$ cat config.mk
export PLATFORM = sky130hd
export DESIGN_NAME = lm_sm_sequencer
export DESIGN_NICKNAME = d
export VERILOG_FILES = /design/src/rtl/lm_sm_sequencer.sv
export SDC_FILE = /design/constraint.sdc
export NUM_CORES = 1
export LEC_CHECK = 0
export CORE_MARGIN = 2
export CORE_UTILIZATION = 42
export CTS_BUF_LIST = sky130_fd_sc_hd__clkbuf_4 sky130_fd_sc_hd__clkbuf_8
export CTS_CLUSTER_SIZE = 14
export DETAILED_ROUTE_END_ITERATION = 6
export PLACE_DENSITY = 0.93
export SKIP_LAST_GASP = 1
export SLEW_MARGIN = 25
export SYNTH_ARGS = -nofsm -noshare
export SYNTH_HDL_FRONTEND = slang
export SYNTH_SLANG_ARGS = --single-unit
$ cat constraint.sdc
create_clock -name clk -period 2.2 [get_ports clk]
set_clock_uncertainty 0.15 [all_clocks]
set_input_delay 0.22 -clock clk [delete_from_list [all_inputs] [get_ports clk]]
set_output_delay 0.22 -clock clk [all_outputs]
set_load 0.01 [all_outputs]
$ cat src/rtl/lm_sm_sequencer.sv
// Load/store-multiple sequencer: moves the registers selected by a mask to/from consecutive memory words.
// Optional macro SEQ_WRAP_ERR_EN: abort a burst with a sticky err instead of wrapping the address.
module lm_sm_sequencer #(
  parameter int unsigned ADDR_W = 5,
  parameter int unsigned DATA_W = 16
) (
  input  logic              clk,
  input  logic              proc_rst,
  input  logic              start,
  input  logic              dir,
  input  logic [ADDR_W-1:0] base_addr,
  input  logic [7:0]        reg_mask,
  output logic              busy,
  output logic              done,
  output logic              err,
  output logic [ADDR_W-1:0] mem_addr,
  output logic              mem_read,
  output logic              mem_write,
  output logic [DATA_W-1:0] mem_in,
  input  logic [DATA_W-1:0] mem_out,
  output logic [2:0]        rf_raddr,
  input  logic [DATA_W-1:0] rf_rdata,
  output logic [2:0]        rf_waddr,
  output logic [DATA_W-1:0] rf_wdata,
  output logic              rf_wen
);

  typedef enum logic [1:0] {StIdle, StXfer, StFin} state_e;

  state_e              state_q, state_d;
  logic                dir_q, dir_d;
  logic [7:0]          mask_q, mask_d;
  logic [ADDR_W-1:0]   mem_addr_q, mem_addr_d;
  logic                mem_read_q, mem_read_d;
  logic                mem_write_q, mem_write_d;
  logic [2:0]          rf_raddr_q, rf_raddr_d;
  logic [2:0]          rf_waddr_q, rf_waddr_d;
  logic [DATA_W-1:0]   rf_wdata_q, rf_wdata_d;
  logic                rf_wen_q, rf_wen_d;
  logic                done_q, done_d;
  logic                busy_q, busy_d;
`ifdef SEQ_WRAP_ERR_EN
  logic                err_q, err_d;
`endif

  logic                issue;
  logic                wrap_abort;
  logic [7:0]          src_mask;
  logic [2:0]          nxt_idx;

  function automatic logic [2:0] lowest_idx(input logic [7:0] m);
    logic [2:0] idx;
    idx = 3'd0;
    for (int i = 7; i >= 0; i--) begin
      if (m[i]) idx = 3'(i);
    end
    return idx;
  endfunction

  always_comb begin
    state_d     = state_q;
    dir_d       = dir_q;
    mask_d      = mask_q;
    mem_addr_d  = mem_addr_q;
    mem_read_d  = 1'b1;
    mem_write_d = 1'b1;
    rf_raddr_d  = rf_raddr_q;
    rf_waddr_d  = rf_waddr_q;
    rf_wdata_d  = rf_wdata_q;
    rf_wen_d    = 1'b0;
    done_d      = 1'b0;
`ifdef SEQ_WRAP_ERR_EN
    err_d       = err_q;
    wrap_abort  = (mem_addr_q == '1) && (mask_q != 8'd0);
`else
    wrap_abort  = 1'b0;
`endif
    issue       = 1'b0;
    src_mask    = (state_q == StIdle) ? reg_mask : mask_q;
    nxt_idx     = lowest_idx(src_mask);

    unique case (state_q)
      StIdle: begin
        if (start) begin
          dir_d = dir;
`ifdef SEQ_WRAP_ERR_EN
          err_d = 1'b0;
`endif
          if (reg_mask == 8'd0) begin
            state_d = StFin;
            done_d  = 1'b1;
          end else begin
            state_d    = StXfer;
            mem_addr_d = base_addr;
            issue      = 1'b1;
          end
        end
      end
      StXfer: begin
        // The closing edge of a load cycle captures memory data for next cycle's rf write.
        if (!dir_q) begin
          rf_wen_d   = 1'b1;
          rf_waddr_d = rf_raddr_q;
          rf_wdata_d = mem_out;
        end
        if ((mask_q == 8'd0) || wrap_abort) begin
          state_d = StFin;
          done_d  = 1'b1;
`ifdef SEQ_WRAP_ERR_EN
          if (wrap_abort) err_d = 1'b1;
`endif
        end else begin
          mem_addr_d = mem_addr_q + ADDR_W'(1);
          issue      = 1'b1;
        end
      end
      StFin: state_d = StIdle;
      default: state_d = StIdle;
    endcase

    // Set up the strobes and indices for the transfer occupying the next cycle.
    if (issue) begin
      mask_d      = src_mask & ~(8'd1 << nxt_idx);
      rf_raddr_d  = nxt_idx;
      if (dir_d) rf_waddr_d = nxt_idx;
      mem_read_d  = dir_d;
      mem_write_d = ~dir_d;
    end

    busy_d = (state_d != StIdle);
  end

  always_ff @(posedge clk) begin
    if (!proc_rst) begin
      state_q     <= StIdle;
      dir_q       <= 1'b0;
      mask_q      <= 8'd0;
      mem_addr_q  <= '0;
      mem_read_q  <= 1'b1;
      mem_write_q <= 1'b1;
      rf_raddr_q  <= 3'd0;
      rf_waddr_q  <= 3'd0;
      rf_wdata_q  <= '0;
      rf_wen_q    <= 1'b0;
      done_q      <= 1'b0;
      busy_q      <= 1'b0;
`ifdef SEQ_WRAP_ERR_EN
      err_q       <= 1'b0;
`endif
    end else begin
      state_q     <= state_d;
      dir_q       <= dir_d;
      mask_q      <= mask_d;
      mem_addr_q  <= mem_addr_d;
      mem_read_q  <= mem_read_d;
      mem_write_q <= mem_write_d;
      rf_raddr_q  <= rf_raddr_d;
      rf_waddr_q  <= rf_waddr_d;
      rf_wdata_q  <= rf_wdata_d;
      rf_wen_q    <= rf_wen_d;
      done_q      <= done_d;
      busy_q      <= busy_d;
`ifdef SEQ_WRAP_ERR_EN
      err_q       <= err_d;
`endif
    end
  end

  assign busy      = busy_q;
  assign done      = done_q;
  assign mem_addr  = mem_addr_q;
  assign mem_read  = mem_read_q;
  assign mem_write = mem_write_q;
  assign rf_raddr  = rf_raddr_q;
  assign rf_waddr  = rf_waddr_q;
  assign rf_wdata  = rf_wdata_q;
  assign rf_wen    = rf_wen_q;
  assign mem_in    = ((state_q == StXfer) && dir_q) ? rf_rdata : '0;
`ifdef SEQ_WRAP_ERR_EN
  assign err       = err_q;
`else
  assign err       = 1'b0;
`endif

endmodule

==> metrics.txt <==
outcome=complete, no violations; slowest CP cell=clkdlybuf4s50_1; clk sinks=43; P_sw=686.0 uW; Worst EP required=between 1.5 and 2 ns; wire per inst=~14 um; reg-to-reg endpoint=rf_waddr[2]; hold path startpoint=rf_wdata[9]; critical path startpoint category=flip-flop; area delta synth->final=56.28%; ys async rst share=0%; RSZ-0062 raised after global routing=yes; Synth top cells by count=nand2_1 (60), dfxtp_1 (43), a21oi_1 (29); worst vdd ir=roughly 0.00042 V; final setup vio count=0; # IOs=slightly below 100; Area contributors post-synth=dfxtp_1 (41%), nand2_1 (11%), a21oi_1 (6.9%); die width=74.77 um; hpwl dp=about 4500 um; largest area contributor in the netlist=dfxtp_1; CP Cell Sequence=nor2b_1 > buf_6 > and3_1 > clkdlybuf4s50_1; leakage power total=0.001327 uW; max_cap viols=0; Synth cell types=43; cell-internal power=between 1500 and 2000 uW; Clk Tree Root Cell=clkbuf_8; Max stage delay on crit path=roughly 0.55 ns; Peak Freq=about 0.47 GHz; Min-Delay Path Class=flip-flop to flip-flop; Final min period=between 2 and 2.5 ns; drt pass-1 iters=4; Worst-path clk slew=around 0.08 ns; Total Nets Final=around 420; crit-path max FO=21; CTS H-tree depth=2; area of the core=around 4800 um2; Synth Instances=264; Skew-Pair Late Insertion Delay=between 0.2 and 0.3 ns; Fill cells=about 370; post-synth top area share=around 41%; number of synthesized flops with an enable pin=0; cts hold-fix bufs=0; TritonCTS clock tree=done; total number of vias=between 2k and 2.5k; most used flip-flop cell after synthesis=dfxtp_1; register area share after synthesis=40.93%; Net Count, Synth=roughly 310; CP arrival=about 1.8 ns; number of synthesized register bits=between 40 and 50; Starting DRT DRC Count=~160; n_diodes=0; Clock Path Buffers=2; via/cell ratio=5.186; global route overflow=0; Worst Max-Slew Pin Slew=roughly 0.52 ns; RD Place Congestion=0.8826; slew margin rel.=about two thirds; Mapped Avg Cell Area=between 7 and 8 um2; gr usage total=20.94%; port bufs=between 90 and 100; post-placement cell area=approximately 3200 um2; Net Sw Frac=a little under a third; FF-to-FF path depth=6; Final Cell Area=around 3300 um2; critical path endpoint category=output port; Yosys warnings=0; reg-to-reg startpoint=state_q[0]; layout cells sized above 1=between 10 and 15%; initial antenna violation count=0; Final TNS setup=0 ns; combinational share of power=34.6%; Hold EP=rf_wdata[9]; detailed-route DRC error count=0; first-pass GRT wire length=between 9000 and 10000 um; kind of critical path=flip-flop to output port; Flop pwr share=a little over two fifths; final hold violation count=0; Die Height=between 70 and 80 um; antenna-violating nets left=0; power per cell area=between 600 and 700 nW/um2; clock share of power=between 20 and 25%; cts bufs inserted=5; largest net degree at the start of global routing=22; Syn Std Cell Area=2103 um2; Tcrit/Tclk final=97.75%; FF-to-FF setup slack=around 0.2 ns; overall die area=5590 um2; Worst Hold Depth=2; Slew Viols, Final=0; vias in the first global route=slightly above 2k; starting density of the core=43.95%; floorplan row count=25; most frequent cell after synthesis=nand2_1; DRT Wirelength=between 6000 and 7000 um
-- worst max-delay path by stage --
stage	start	endpoint	slack [ns]	cells after the start
2_1_floorplan	state_q[0]	mask_q[5]	0.22	7
3_3_place_gp	start	mem_addr[0]	0.01	6
3_5_place_dp	start	rf_waddr[2]	-0.06	7
4_1_cts	state_q[0]	mem_in[7]	0.02	4
5_1_grt	state_q[0]	mem_in[4]	-0.03	4
6_report	state_q[0]	mem_in[4]	0.05	4
-- layer usage --
metal | track usage [%] | vias up | wire [um]
met4 | 6.944 | 0 | 19
met5 | 0 | - | 0
met2 | 35.69 | 89 | 3073
li1 | - | 1119 | -
met1 | 25.43 | 1046 | 2484
met3 | 6.024 | 2 | 434
-- power groups by stage --
stage	Clock [uW]	Combinational [uW]	Sequential (uW)
floorplan	0	391	947
global placement	0	724	935
detailed placement	0	745	938
CTS	525	750	922
global route	551	824	932
finish	507	759	924
-- cell families (layout without fill, tap and decap cells) --
logic type / after synthesis / count (layout) / share of synthesized area (%)
AOI/OAI and AO/OA: 55 / 55 / 16.66
muxes: 17 / 17 / 8.447
and+or+nand+nor: 126 / 126 / 28.26
DFF: 43 / 43 / 40.93
buffers and inverters: 21 / 125 / 4.937
other: 1 / 1 / 0.1783
adders and majority gates: 1 / 1 / 0.5948
-- timing repair --
item                                    CTS  global route
buffers inserted                          0             0
endpoints found under the setup margin   16            17
hold endpoints to repair                  0             0
gates resized for setup                   1             3
-- cell usage in the layout (no fill, tap or decap), drive strengths merged, types with 5 or more instances in the layout --
cell type,n
buf,17
nand3,8
mux2i,11
clkbuf,7
mux2,6
a311oi,5
nand2,60
nor2,20
and2,5
clkdlybuf4s50,96
a21oi,29
and3,17
dfxtp,43
-- metrics by stage --
step / hold slack (ns) / total power, uW / utilization [%] / std cells / setup slack, ns
finish: 0.3062 / 2190 / 68.68 / 435 / 0.04956
global route: 0.3252 / 2307 / 68.68 / 435 / -0.02906
CTS: 0.3081 / 2197 / 68.47 / 435 / 0.02304
detailed placement: 0.2971 / 1683 / 66.59 / 427 / -0.06011
global placement: 0.2908 / 1659 / 66.59 / 427 / 0.01269
floorplan: 0.1858 / 1338 / - / 264 / 0.2228
-- registers in the layout (all words and copies together), names as in the netlist --
register / cells
mem_write: 1
rf_wen: 1
mask_q: 8
done: 1
rf_wdata: 16
mem_read: 1
rf_waddr: 3
state_q: 2
rf_raddr: 3
mem_addr: 5
dir_q: 1
busy: 1
-- critical path: cells and delay by family, from the launching register on --
family	cells	cell delay (ns)
buffers and inverters	2	0.74
flip-flops	1	0.39
AND/OR/NAND/NOR	2	0.35
-- final cells by class --
class	instances	area, um2	share of cell area [%]
tap	67	83.83	2.550
inverter	4	15.01	0.4568
clock inverter	1	5.005	0.1523
multi-input combinational	200	1142	34.75
clock buffer	7	83.83	2.550
timing repair buffer	113	1092	33.23
sequential	43	864.6	26.30
Power figures use the tool's default switching activity.
